### config.mk
export PLATFORM = sky130hd
export DESIGN_NAME = pipeline_hazard_ctrl_flat
export DESIGN_NICKNAME = d
export VERILOG_FILES = /design/src/rtl/pipeline_hazard_ctrl_if.sv /design/src/rtl/pipeline_hazard_ctrl.sv /design/src/flat_wrapper.sv
export SDC_FILE = /design/constraint.sdc
export NUM_CORES = 1
export LEC_CHECK = 0
export CAP_MARGIN = 20
export CORE_ASPECT_RATIO = 0.7
export CORE_MARGIN = 4
export CORE_UTILIZATION = 50
export DETAILED_ROUTE_END_ITERATION = 10
export MAX_ROUTING_LAYER = met4
export PLACE_DENSITY = 0.8
export SLEW_MARGIN = 0
export SYNTH_ARGS = -nofsm -noshare
export SYNTH_HDL_FRONTEND = slang
export SYNTH_SLANG_ARGS = --single-unit
export TNS_END_PERCENT = 100
### constraint.sdc
create_clock -name clk -period 3 [get_ports clk]
set_clock_uncertainty 0.1 [all_clocks]
set_input_delay 0.3 -clock clk [delete_from_list [all_inputs] [get_ports clk]]
set_output_delay 0.3 -clock clk [all_outputs]
set_load 0.02 [all_outputs]
### src/rtl/pipeline_hazard_ctrl_if.sv
// Pipeline hazard control bundle: ID/EX hazard inputs and the pipeline
// register controls plus stall statistics returned by the controller.
interface pipeline_hazard_ctrl_if #(
    parameter int REG_ADDR_W = 5
);
    logic [REG_ADDR_W-1:0] id_rs;
    logic [REG_ADDR_W-1:0] id_rt;
    logic                  id_uses_rs;
    logic                  id_uses_rt;
    logic                  ex_mem_read;
    logic [REG_ADDR_W-1:0] ex_rt;
    logic                  branch_taken;
    logic                  muldiv_start;
    logic                  pc_write;
    logic                  ifid_write;
    logic                  ifid_flush;
    logic                  idex_flush;
    logic                  idex_hold;
    logic                  muldiv_busy;
    logic                  muldiv_done;
    logic [31:0]           stall_cycles;

    modport master (
        output id_rs, id_rt, id_uses_rs, id_uses_rt, ex_mem_read, ex_rt,
               branch_taken, muldiv_start,
        input  pc_write, ifid_write, ifid_flush, idex_flush, idex_hold,
               muldiv_busy, muldiv_done, stall_cycles
    );

    modport slave (
        input  id_rs, id_rt, id_uses_rs, id_uses_rt, ex_mem_read, ex_rt,
               branch_taken, muldiv_start,
        output pc_write, ifid_write, ifid_flush, idex_flush, idex_hold,
               muldiv_busy, muldiv_done, stall_cycles
    );
endinterface

### src/rtl/pipeline_hazard_ctrl.sv
// Hazard/stall controller for the 5-stage pipeline: load-use bubbles,
// taken-branch flushes, mul/div EX occupancy and a saturating stall counter.
module pipeline_hazard_ctrl #(
    parameter int          MULDIV_CYCLES = 32,
    parameter int          REG_ADDR_W    = 5,
    parameter logic [31:0] STALL_RST     = 32'h0  // stall counter reset value
) (
    input logic                   clk,
    input logic                   rst,
    pipeline_hazard_ctrl_if.slave hz
);
    typedef enum logic {RUN, BUSY} state_t;

    state_t      state, state_nxt;
    logic [15:0] cnt, cnt_nxt;
    logic [31:0] stall_q;

    logic pc_write, ifid_write, ifid_flush, idex_flush, idex_hold;
    logic muldiv_busy, muldiv_done;
    logic load_use;

    assign load_use = hz.ex_mem_read && (hz.ex_rt != '0) &&
                      ((hz.id_uses_rs && (hz.id_rs == hz.ex_rt)) ||
                       (hz.id_uses_rt && (hz.id_rt == hz.ex_rt)));

    always_ff @(posedge clk or negedge rst) begin
        if (!rst) begin
            state   <= RUN;
            cnt     <= '0;
            stall_q <= STALL_RST;
        end else begin
            state <= state_nxt;
            cnt   <= cnt_nxt;
            if (!pc_write && (stall_q != 32'hFFFF_FFFF))
                stall_q <= stall_q + 32'd1;
        end
    end

    always_comb begin
        state_nxt   = state;
        cnt_nxt     = cnt;
        pc_write    = 1'b1;
        ifid_write  = 1'b1;
        ifid_flush  = 1'b0;
        idex_flush  = 1'b0;
        idex_hold   = 1'b0;
        muldiv_busy = 1'b0;
        muldiv_done = 1'b0;
        if (rst) begin
            case (state)
                RUN: begin
                    if (hz.branch_taken) begin
                        ifid_flush = 1'b1;
                        idex_flush = 1'b1;
                    end else if (load_use) begin
                        pc_write   = 1'b0;
                        ifid_write = 1'b0;
                        idex_flush = 1'b1;
                    end
                    // mul/div entry is independent of this cycle's hazard outputs
                    if (hz.muldiv_start) begin
                        state_nxt = BUSY;
                        cnt_nxt   = 16'(MULDIV_CYCLES - 1);
                    end
                end
                BUSY: begin
                    pc_write    = 1'b0;
                    ifid_write  = 1'b0;
                    idex_hold   = 1'b1;
                    muldiv_busy = 1'b1;
                    if (cnt != 16'd0) begin
                        cnt_nxt = cnt - 16'd1;
                    end else begin
                        muldiv_done = 1'b1;
                        state_nxt   = RUN;
                    end
                end
                default: state_nxt = RUN;
            endcase
        end
    end

    assign hz.pc_write     = pc_write;
    assign hz.ifid_write   = ifid_write;
    assign hz.ifid_flush   = ifid_flush;
    assign hz.idex_flush   = idex_flush;
    assign hz.idex_hold    = idex_hold;
    assign hz.muldiv_busy  = muldiv_busy;
    assign hz.muldiv_done  = muldiv_done;
    assign hz.stall_cycles = stall_q;
endmodule

### src/flat_wrapper.sv
// flat-port wrapper written by rule: the top's interface ports become plain ports
module pipeline_hazard_ctrl_flat 
#(
    parameter int          MULDIV_CYCLES = 32,
    parameter int          REG_ADDR_W    = 5,
    parameter logic [31:0] STALL_RST     = 32'h0                              
)
  (clk, rst, hz_id_rs, hz_id_rt, hz_id_uses_rs, hz_id_uses_rt, hz_ex_mem_read, hz_ex_rt, hz_branch_taken, hz_muldiv_start, hz_pc_write, hz_ifid_write, hz_ifid_flush, hz_idex_flush, hz_idex_hold, hz_muldiv_busy, hz_muldiv_done, hz_stall_cycles);
  pipeline_hazard_ctrl_if #(.REG_ADDR_W(REG_ADDR_W)) hz_i ();
  input logic clk;
  input logic rst;
  input wire logic [$bits(hz_i.id_rs)-1:0] hz_id_rs;
  input wire logic [$bits(hz_i.id_rt)-1:0] hz_id_rt;
  input wire logic [$bits(hz_i.id_uses_rs)-1:0] hz_id_uses_rs;
  input wire logic [$bits(hz_i.id_uses_rt)-1:0] hz_id_uses_rt;
  input wire logic [$bits(hz_i.ex_mem_read)-1:0] hz_ex_mem_read;
  input wire logic [$bits(hz_i.ex_rt)-1:0] hz_ex_rt;
  input wire logic [$bits(hz_i.branch_taken)-1:0] hz_branch_taken;
  input wire logic [$bits(hz_i.muldiv_start)-1:0] hz_muldiv_start;
  output wire logic [$bits(hz_i.pc_write)-1:0] hz_pc_write;
  output wire logic [$bits(hz_i.ifid_write)-1:0] hz_ifid_write;
  output wire logic [$bits(hz_i.ifid_flush)-1:0] hz_ifid_flush;
  output wire logic [$bits(hz_i.idex_flush)-1:0] hz_idex_flush;
  output wire logic [$bits(hz_i.idex_hold)-1:0] hz_idex_hold;
  output wire logic [$bits(hz_i.muldiv_busy)-1:0] hz_muldiv_busy;
  output wire logic [$bits(hz_i.muldiv_done)-1:0] hz_muldiv_done;
  output wire logic [$bits(hz_i.stall_cycles)-1:0] hz_stall_cycles;
  assign hz_i.id_rs = hz_id_rs;
  assign hz_i.id_rt = hz_id_rt;
  assign hz_i.id_uses_rs = hz_id_uses_rs;
  assign hz_i.id_uses_rt = hz_id_uses_rt;
  assign hz_i.ex_mem_read = hz_ex_mem_read;
  assign hz_i.ex_rt = hz_ex_rt;
  assign hz_i.branch_taken = hz_branch_taken;
  assign hz_i.muldiv_start = hz_muldiv_start;
  assign hz_pc_write = hz_i.pc_write;
  assign hz_ifid_write = hz_i.ifid_write;
  assign hz_ifid_flush = hz_i.ifid_flush;
  assign hz_idex_flush = hz_i.idex_flush;
  assign hz_idex_hold = hz_i.idex_hold;
  assign hz_muldiv_busy = hz_i.muldiv_busy;
  assign hz_muldiv_done = hz_i.muldiv_done;
  assign hz_stall_cycles = hz_i.stall_cycles;
  pipeline_hazard_ctrl #(.MULDIV_CYCLES(MULDIV_CYCLES), .REG_ADDR_W(REG_ADDR_W), .STALL_RST(STALL_RST)) u_core (.clk(clk), .rst(rst), .hz(hz_i));
endmodule
; ---- Word level (Yosys, flattened, before mapping)
; Index checks and enable logic that the tools add are counted.
[word_totals]
input_bits = 22
regBits = 49
output_inout_bits = 39
wordCells = 43
[classes]
eq_ne = 5
n_mux = 22
addsub = 2
reduce_logical = 10
bitwise = 1
[op_table]
columns = op, count
row1 = 32-bit by 1-bit adder with 32-bit output (second input constant), 1
row2 = 16-bit two-way mux, 2
row3 = 32-bit != test (second input constant), 1
row4 = 16-bit case mux with 2 select lines, 1
row5 = 1-bit two-way mux, 17
row6 = 16-bit nonzero test, 1
row7 = 16-bit by 1-bit subtractor with 16-bit output (second input constant), 1
row8 = 5-bit equality test, 2
row9 = 1-bit logical AND, 5
row10 = 5-bit nonzero test, 1
row11 = 2-bit != test (second input constant), 2
row12 = 1-bit case mux with 2 select lines, 2
row13 = 3-bit AND reduction, 1
row14 = 1-bit logical NOT, 1
row15 = 1-bit logical OR, 1
row16 = 1-bit NOT, 1

; ---- Depth between registers and ports, before layout
; Gate-level depths: netlist of run 1.
[depth]
depth_word = 10
depth_mapped = 8

; ---- Least setup slack after synthesis of run 1
; No wires, ideal clock.
[synth_path]
kind = reg2out
start = reg u_core.cnt[13]
end = out hz_muldiv_done
stages_incl_launch_ff = 4
t_arrival_ns = 2.024
t_required_ns = 2.600
path_slack_ns = 0.576
path_cell_list = dfrtp_1 -> or4_1 -> or4b_1 -> nor3_1
[synth_between]
elab_chain_cells = 4
[synth_rtl]
columns = element, line_no
row1 = "start, declared", pipeline_hazard_ctrl.sv:15  ; logic [15:0] cnt, cnt_nxt;
row2 = "start signal, assigned", pipeline_hazard_ctrl.sv:33  ; cnt <= cnt_nxt;
row3 = 16-bit nonzero test, pipeline_hazard_ctrl.sv:71  ; if (cnt != 16'd0) begin
row4 = 1-bit two-way mux, pipeline_hazard_ctrl.sv:71
row5 = 1-bit two-way mux, pipeline_hazard_ctrl.sv:50  ; case (state)
row6 = 1-bit two-way mux, pipeline_hazard_ctrl.sv:49  ; if (rst) begin
row7 = "end, declared", flat_wrapper.sv:26  ; output wire logic [$bits(hz_i.muldiv_done)-1:0] hz_muldiv_done;
; No other way between the ends.

; ---- Worst setup path in the final report of run 1
[layout_path]
start = reg u_core.cnt[12]
end = out hz_muldiv_done
; Same word-level chain as after synthesis.

==> results of run 1 <==
-- cells in the mapped netlist, drive strengths merged, types with 3 or more instances --
cell type and number:
nand3 16, nand4 15, xor2 11, nand2 26
or3 8, xnor2 42, clkbuf 5, dfrtp 49
and4 3, or4 4, o21ai 5, nor3 13
nand2b 3, nor4 6, and3 4, a21oi 3
ha 3, nor2 24, nor2b 3
-- logic make-up after synthesis --
kind of cell	Yosys count
flops	49
xor+xnor	53
compound gates	17
buf+inv	10
fa+ha+maj	3
simple gates	128
-- cell usage in the layout (no fill, tap or decap), types with 3 or more instances in the layout --
| cell type | n |
|---|---|
| clkdlybuf4s50_1 | 56 |
| dfrtp_1 | 49 |
| xnor2_1 | 42 |
| nand2_1 | 26 |
| nor2_1 | 24 |
| nand3_1 | 16 |
| nand4_1 | 15 |
| nor3_1 | 13 |
| xor2_1 | 11 |
| buf_4 | 9 |
| or3_1 | 7 |
| nor4_1 | 6 |
| clkbuf_8 | 5 |
| o21ai_0 | 4 |
| and3_1 | 4 |
| or4_1 | 3 |
| nand2b_1 | 3 |
| a21oi_1 | 3 |
| nor2b_1 | 3 |
| and4_1 | 3 |
| ha_1 | 3 |
-- metrics by stage --
stage	worst slack, ps	hold slack (ps)	utilization (%)	std cells
after floorplan	576	-95.6	-	260
after detailed placement	59.6	382	67.5	391
after global routing	47.2	82.6	69.8	399
after CTS	48.1	39.8	69.7	399
final	142	21.6	69.8	399
after global placement	77.9	374	67.5	391
-- flip-flops by register name (all words and copies together) (netlist names) --
register / cells
u_core.hz.stall_cycles: 32
u_core.cnt: 16
u_core.state: 1
-- routing by layer --
| layer | vias up | part of all wire (%) | wire length (um) | track usage (%) |
|---|---|---|---|---|
| met5 | - | 0 | 0 | - |
| met4 | 0 | 1.4 | 83 | 5.95 |
| met3 | 12 | 6.6 | 393 | 5.93 |
| met2 | 67 | 46 | 2730 | 31.3 |
| met1 | 1028 | 46 | 2780 | 27.5 |
| li1 | 1047 | - | - | - |
-- critical path: cells and delay by family (launching register included) --
family | cells | cell delay [ps]
DFF | 1 | 410
buffers and inverters | 1 | 360
and+or+nand+nor | 3 | 1370
-- final timing paths --
path,depth (start not counted),startpoint,slack [ps],to
max,4,u_core.cnt[12]$_DFFE_PN0P_,140,hz_muldiv_done
min,2,rst,20,u_core.state$_DFFE_PN0P_
max reg2reg,6,u_core.cnt[12]$_DFFE_PN0P_,410,u_core.cnt[4]$_DFFE_PN0P_
min reg2reg,1,u_core.hz.stall_cycles[23]$_DFFE_PN0P_,400,u_core.hz.stall_cycles[23]$_DFFE_PN0P_
max in group asynchronous,2,rst,2370,u_core.hz.stall_cycles[9]$_DFFE_PN0P_
min in group clk,1,u_core.hz.stall_cycles[23]$_DFFE_PN0P_,400,u_core.hz.stall_cycles[23]$_DFFE_PN0P_
-- area by class of cell --
type | instances | share of cell area, %
Inverter | 3 | 0.330
Timing Repair Buffer | 69 | 19.5
Multi-Input combinational cell | 201 | 38.4
Clock inverter | 2 | 1.14
Tap cell | 69 | 2.53
Clock buffer | 6 | 2.13
Sequential cell | 49 | 35.9
-- where the power goes --
part	switching [W]	internal, W
clock	0.000222	0.000250
combinational	0.000174	0.000148
sequential	0.0000535	0.000705
-- what timing repair did --
action                     4_1_cts  5_1_grt
gates cloned                     0        0
setup endpoints to repair        1        2
hold endpoints to repair         0        0
resized for setup                1        2
==> impl_results.md, run 1 <==
- Status: finished, final reports clean
- Worst path cell trace: or4_1 > or4b_1 > nor3_1 > dlygate4sd2_1
- Max-cap violations: 0
- Sequential fraction of the synthesis area: 47.5%
- Critical Path AT: approximately 2500 ps
- Multi-input logic area: between 1000 and 1500 um^2
- Cts bufs inserted: 5
- Mean Syn Cell Area: 9.93 um^2
- DR pass1 iterations: 5
- Die Y-Extent: 68.1 um
- Post-DR vias/cell: ~5.4
- Mapped Area: 2580 um^2
- Setup CP Type: reg2out
- Max clock buf depth: 2
- Detailed placement HPWL: 4.41 mm
- Top FF cell, synth: dfrtp_1
- Fin crit share: 95.3%
- Final Cell Area: ~3400 um^2
- Hold WC Path Type: in2async
- Crit path time final: 2860 ps
- Synth Net Count: 285
- Per-cell routed wire length: 15.0 um
- Synth top area cells: dfrtp_1 (48%), xnor2_1 (14%), nand2_1 (3.8%)
- DP Area: 3300 um^2
- Worst skew pair latency: 310 ps
- DR iter-0 viols: 129
- Setup crit start kind: register
- Post-Route Setup TNS: 0 ps
- Hold Vio Cnt, Final: 0
- Setup violators final: 0
- IO Port Bufs: 60
- Fraction of registers with async set/reset: 100%
- Max Fclk: 350 MHz
- Number of fill cells: a little under 400
- Root Driver: clkbuf_8
- Grt total ovfl: 0
- Synth top area share: 47.5%
- Slowest CP cell: or4b_1
- Worst-path clk slew: 90 ps
- Die ar.: roughly 6400 um^2
- Final WL: around 6.0 mm
- EDFF count, synth: 0
- Worst Tran Pin Value: between 600 and 700 ps
- Largest net degree at the start of global routing: 51
- Layout cells sized above 1: 6.67%
- Complex-gate fraction of the synthesized area: 5.57%
- Post-Synth Adder-Cell Area: under 10%
- Final nets: 354
- Register area: 1230 um^2
- Largest area contributor in the netlist: dfrtp_1
- Largest family of logic cells by synthesized area: simple AND/OR/NAND/NOR gates
- Total of warnings raised by yosys: 0
- DRC: 0
- CP endpoint kind: output port
- Post-synthesis mux area share: 0%
- Routed vias: 2154
- N_diodes: 0
- CTS tree: done
- Final Max Slew Viols: 0
- Count of cell types in the netlist: 35
- Post-CTS Setup Bufs: 0
- Total Power: 0.00155 W
- Antenna violations before repair: 0
- Global-route wire length before repair: between 9 and 10 mm
- VDD IR max: approximately 0.23 mV
- CP Max Fanout: 3
- Initial core utilization: 52.8%
- Final Wtd Congestion: 0.860
- H-Tree Depth: 2
- Post-synthesis cell count: 260
- RSZ-0062 raised after global routing: no
- PD cells: roughly 450 nW/um^2
- Synth Register Bits: 49
- Total GRT Usage: between 20% and 30%
- CTS sink count: 49
- Crit-path max cell delay: 610 ps
- CP required: between 2000 and 3000 ps
- Row cnt: 21
- Die Width: 93.9 um
- ANT nets after route: 0
- Post-Synth XOR/XNOR Area: between 15 and 20%
- Pleak: 1.41 nW
- Core area: 4890 um^2
- Synth-to-layout area growth: 32.2%
- Max_slew headroom: 55.7%
- Synth Area in Simple Gates: 25.7%
- # IOs: 61
- Hold_buf cts: 0
- Vias in the first global route: 2042
Note: power is estimated with default switching activity, not from simulation.
==> inputs of run 2 (changes only) <==
- SLEW_MARGIN: 0 -> 20
==> results of run 2 <==
No change in the layout: final DEF, timing and power equal those of run 1.
==> inputs of run 3 (changes only) <==
- CORE_UTILIZATION: 50 -> 45
- CTS_BUF_LIST: default -> sky130_fd_sc_hd__clkbuf_8 sky130_fd_sc_hd__clkbuf_16
- PLACE_DENSITY: 0.8 -> 0.73
==> run 3 against run 2 <==
Effect of this change: critical path depth is 2 higher; sequential cell count unchanged; global-route usage fell by 3.5 points; non-clock buffer count increased by 1; core utilization shrank 6.6 points; first-iteration DRC count fell by 27%; design area down 0.11%; largest cell class unchanged; largest power group unchanged.
==> impl_results.md, run 3 (synthesis gave the netlist of run 1 again) <==
- Global-route wire length before repair: 9.58 mm (was 9.80 mm)
- Synth-to-layout area growth: 32.0% (was 32.2%)
- RSZ-0062 raised after global routing: no (unchanged)
- Reg2reg path depth: 6 (unchanged)
- PD cells: 439 nW/um^2 (was 455 nW/um^2)
- Largest net degree at the start of global routing: 49 (was 51)
- CP Max Fanout: 3 (unchanged)
- Detailed placement HPWL: 4.27 mm (was 4.41 mm)
- Final Wtd Congestion: 0.865 (was 0.860)
- VDD IR max: 0.203 mV (was 0.234 mV)
- NetSw: 0.000454 W (was 0.000449 W)
- Status: finished, final reports clean (unchanged)
- Antenna violations before repair: 0 (unchanged)
- Row cnt: 22 (was 21)
- Internal power: 0.00104 W (was 0.00110 W)
- Hold Vio Cnt, Final: 0 (unchanged)
- Layout cells sized above 1: 6.95% (was 6.67%)
- H-Tree Depth: 2 (unchanged)
- N_diodes: 0 (unchanged)
- DR iter-0 viols: 94 (was 129)
- Final nets: 355 (was 354)
- Post-DR vias/cell: 5.16 (was 5.40)
- Critical Path AT: 2440 ps (was 2460 ps)
- DR pass1 iterations: 4 (was 5)
- Combinational fraction of design power: 21.7% (was 20.8%)
- Hold WC Path Type: in2async (unchanged)
- Max-cap violations: 0 (unchanged)
- Grt total ovfl: 0 (unchanged)
- DRC: 0 (unchanged)
- CTS tree: done (unchanged)
- ANT nets after route: 0 (unchanged)
- Vias in the first global route: 1984 (was 2042)
- Max FFs per register: 32 (unchanged)
- Worst Tran Pin Value: 655 ps (was 662 ps)
- Flop2flop setup slack: 410 ps (about the same)
- Total GRT Usage: 17.2% (was 20.7%)
- Post-Route Setup TNS: 0 ps (unchanged)
- Worst skew pair latency: 300 ps (was 310 ps)
- Crit path time final: 2840 ps (was 2860 ps)
- Final Max Slew Viols: 0 (unchanged)
- Number of fill cells: 483 (was 390)
- IO Port Bufs: 60 (unchanged)
- Setup crit start kind: primary input (was register)
- Setup violators final: 0 (unchanged)
- Root Driver: clkbuf_8 (unchanged)
- Cts bufs inserted: 5 (unchanged)
- CTS sink count: 49 (unchanged)
- CP endpoint kind: output port (unchanged)
- Setup CP Type: in2out (was reg2out)
- Core area: 5400 um^2 (was 4890 um^2)
- Fin crit share: 94.6% (was 95.3%)
- Clock network power share: 27.5% (was 30.4%)
- Sequential power share: 50.9% (was 48.8%)
- Per-cell routed wire length: 14.2 um (was 15.0 um)
- Max clock buf depth: 2 (unchanged)
- DP Area: 3300 um^2 (about the same)
- # IOs: 61 (unchanged)
- Final Cell Area: 3410 um^2 (about the same)
- Routed vias: 2080 (was 2154)
- Max Fclk: 352 MHz (was 350 MHz)
- Pleak: 1.40 nW (was 1.41 nW)
- Final WL: 5.71 mm (was 5.98 mm)
- Commonest non-fill, non-tap cell in the layout: clkdlybuf4s50_1 (unchanged)
- R2r endpoint: u_core.cnt[4]$_DFFE_PN0P_ (unchanged)
- CP required: 2600 ps (about the same)
- Max_slew headroom: 56.3% (was 55.7%)
- R2R Path Start: u_core.cnt[12]$_DFFE_PN0P_ (unchanged)
- Net Sw Frac: 30.3% (was 29.0%)
- Die Y-Extent: 71.4 um (was 68.1 um)
- Commonest cells after routing, fill and taps aside: clkdlybuf4s50_1 (57), dfrtp_1 (49), xnor2_1 (42), nand2_1 (26), nor2_1 (24) (was clkdlybuf4s50_1 (56), dfrtp_1 (49), xnor2_1 (42), nand2_1 (26), nor2_1 (24))
- Worst-path clk slew: 90 ps (about the same)
- Post-CTS Setup Bufs: 0 (unchanged)
- Initial core utilization: 47.8% (was 52.8%)
- Die ar.: 7030 um^2 (was 6390 um^2)
- Die Width: 98.5 um (was 93.9 um)
run 3: changes by cell type in the layout (fill, tap and decap cells not counted), sizes merged:
cell / delta
dlygate4sd3: +1
bufinv: -1
clkdlybuf4s50: +1
clkinv: +1
dlymetal6s2s: -1
run 3: how the worst max path moves through the flow:
stage,startpoint,end,cells after the start
finish,hz_ex_rt[3],hz_ifid_write,6
global placement,hz_ex_rt[0],hz_pc_write,6
global route,hz_ex_rt[0],hz_ifid_write,6
CTS,hz_ex_rt[3],hz_pc_write,6
floorplan,u_core.cnt[13]$_DFFE_PN0P_,hz_muldiv_done,3
detailed placement,hz_ex_rt[3],hz_pc_write,6
run 3: final cells by class:
| type | instances | area (um^2) | share of cell area, % |
|---|---|---|---|
| clock inverter | 2 | 13.8 | 0.404 |
| sequential | 49 | 1230 | 36.0 |
| timing repair buffer | 70 | 674 | 19.8 |
| clock buffer | 6 | 82.6 | 2.42 |
| inverter | 3 | 11.3 | 0.330 |
| multi-input combinational | 201 | 1310 | 38.4 |
| tap | 72 | 90.1 | 2.64 |
run 3: routing by layer:
| metal | global-route usage [%] | share of wire, % | wire length [um] |
|---|---|---|---|
| met2 | 25.1 | 42 | 2420 |
| met3 | 3.50 | 5.5 | 313 |
| met4 | 4.55 | 1.1 | 63 |
| met5 | - | 0 | 0 |
| met1 | 24.5 | 51 | 2910 |
run 3: power groups by stage:
stage | sequential, W | clock [W] | combinational, W
5_1_grt | 0.000767 | 0.000455 | 0.000360
2_1_floorplan | 0.000789 | 0 | 0.000152
3_3_place_gp | 0.000772 | 0 | 0.000320
6_report | 0.000760 | 0.000411 | 0.000324
3_5_place_dp | 0.000773 | 0 | 0.000326
4_1_cts | 0.000760 | 0.000423 | 0.000328
run 3: stage by stage:
| step | hold slack, ps | instances | power (W) | util (%) | worst slack [ps] |
|---|---|---|---|---|---|
| finish | 238 | 403 | 0.00149 | 63.2 | 161 |
| global route | 237 | 403 | 0.00158 | 63.2 | 1.87 |
| CTS | 222 | 403 | 0.00151 | 63.1 | 8.90 |
| detailed placement | 9.03 | 394 | 0.00110 | 61.2 | 28.2 |
| global placement | 3.09 | 394 | 0.00109 | 61.2 | 52.1 |
| floorplan | -95.6 | 260 | 0.000941 | - | 576 |
run 3: worst max-delay path: stages:
cell	delay, ps
clkdlybuf4s50_1	440
or4_1	510
o21ai_1	190
nor2_1	80
a21oi_1	260
clkdlybuf4s50_1	660
run 3: timing repair:
| action | in CTS | in global routing |
|---|---|---|
| resized for setup | 1 | 2 |
| setup endpoints to repair | 1 | 2 |
| hold buffers | 1 | 0 |
| endpoints found under the hold margin | 1 | 0 |
| pin swaps | 0 | 0 |
| cloned | 0 | 0 |
==> variant, RTL diff (settings of run 2) <==
Make the reset (`rst`) synchronous in one clocked block.
--- a/src/rtl/pipeline_hazard_ctrl.sv
+++ b/src/rtl/pipeline_hazard_ctrl.sv
@@ -25,3 +25,3 @@
 
-    always_ff @(posedge clk or negedge rst) begin
+    always_ff @(posedge clk) begin
         if (!rst) begin
Behaviour: differs if rst is asserted again (counterexample within 4 cycles, from zero or initial values and one cycle with rst low); with rst held inactive, the same outputs for 10 cycles.
==> variant against run 2 <==
- first-iteration DRC count rose by 37%
- sequential power fell by 8.8%
- maximum frequency rose by 0.69%
- non-clock buffer count fell by 1
- setup slack improved by 0.020 ns
- critical path depth rose by 2
- synthesized area rose by 5.6%
- final cell count rose by 16%
- design area rose by 3.8%
- worst hold slack improved by 0.38 ns
- wire length rose by 18%
- sequential cell count did not move
- power fell by 7.7%
- clock power rose by 3%
==> variant: results (changes against run 2) <==
Synthesis
  – Most used DFF post-synth: dfxtp_1 (was dfrtp_1)
  – Yosys cell types: 49 (was 35)
  – Syn Nets: 357 (was 285)
  – Cell count after synthesis: 332 (was 260)
  – Synth Area in Compound Gates: 0.189 (was 0.0557)
  – XOR/XNOR share of the synthesized area: 0.0450 (was 0.180)
  – Synth area leaders: dfxtp_1 (36%), a21oi_1 (6.2%), o31ai_1 (5.8%) (was dfrtp_1 (48%), xnor2_1 (14%), nand2_1 (3.8%))

STA
  – Actual slew at the worst max-slew pin: 0.632 ns (was 0.662 ns)
  – Final Critical Period: 2.84 ns (was 2.86 ns)

Global route
  – Largest net degree at the start of global routing: 44 (was 51)

Min path
  – Tightest Hold Check Type: reg -> reg (was in -> async)

Drt
  – WL met1: 3330 um (was 2780 um)
  – Starting DRC count in detailed routing: 177 (was 129)
  – Routed vias: 2,786 (was 2,154)
  – Met2 Wirelength: 3070 um (was 2730 um)
  – WL final: 7050 um (was 5980 um)

Layout
  – Layout Nets: 416 (was 354)
  – Share of cells above drive strength 1: 0.0638 (was 0.0667)

Place
  – Worst slack, placed: 0.170 ns (was 0.0596 ns)

Status
  – Status: complete, no violations (unchanged)

Critical path
  – Critical Path Sink: hz_pc_write (was hz_muldiv_done)
  – Family with the most delay on the worst path: buffers and inverters (was simple AND/OR/NAND/NOR gates)
  – Worst Reg-to-Reg Cells: 5 (was 6)

Power and ir drop
  – P_leak: 1.19 nW (was 1.41 nW)
  – Sw Share: 0.264 (was 0.290)
## variant: changes by cell type in the layout (fill, tap and decap cells not counted), sizes merged, moves of 7 or more
cell / before / now
nand2: 26 / 36
xnor2: 42 / 13
nor3: 13 / 6
dfxtp: 0 / 49
dfrtp: 49 / 0
o31ai: 0 / 21
a21oi: 3 / 34
xor2: 11 / 1
or4: 4 / 20
mux2i: 0 / 8
## variant: worst register-to-register path: stages, from the launching register on
cell and delay (ns):
dfxtp_1 0.51, and3_1 0.31, nor4b_1 0.37, nand3_1 0.29, or4_1 0.54, a21oi_1 0.15
## variant: cell type report
cell class / instances / area, um^2
clock buffers: 7 / 86.3
clock inverters: 1 / 30.0
fillers: 441 / 1720
inverters: 6 / 22.5
multi-input cells: 261 / 1660
flip-flops and latches: 49 / 981
well taps: 72 / 90.1
repair buffers: 68 / 673
## variant: routing by layer
layer / GRT usage / vias up
li1: - / 1377
met1: 0.301 / 1306
met2: 0.314 / 101
met3: 0.0521 / 2
met4: 0.0379 / 0
met5: - / -
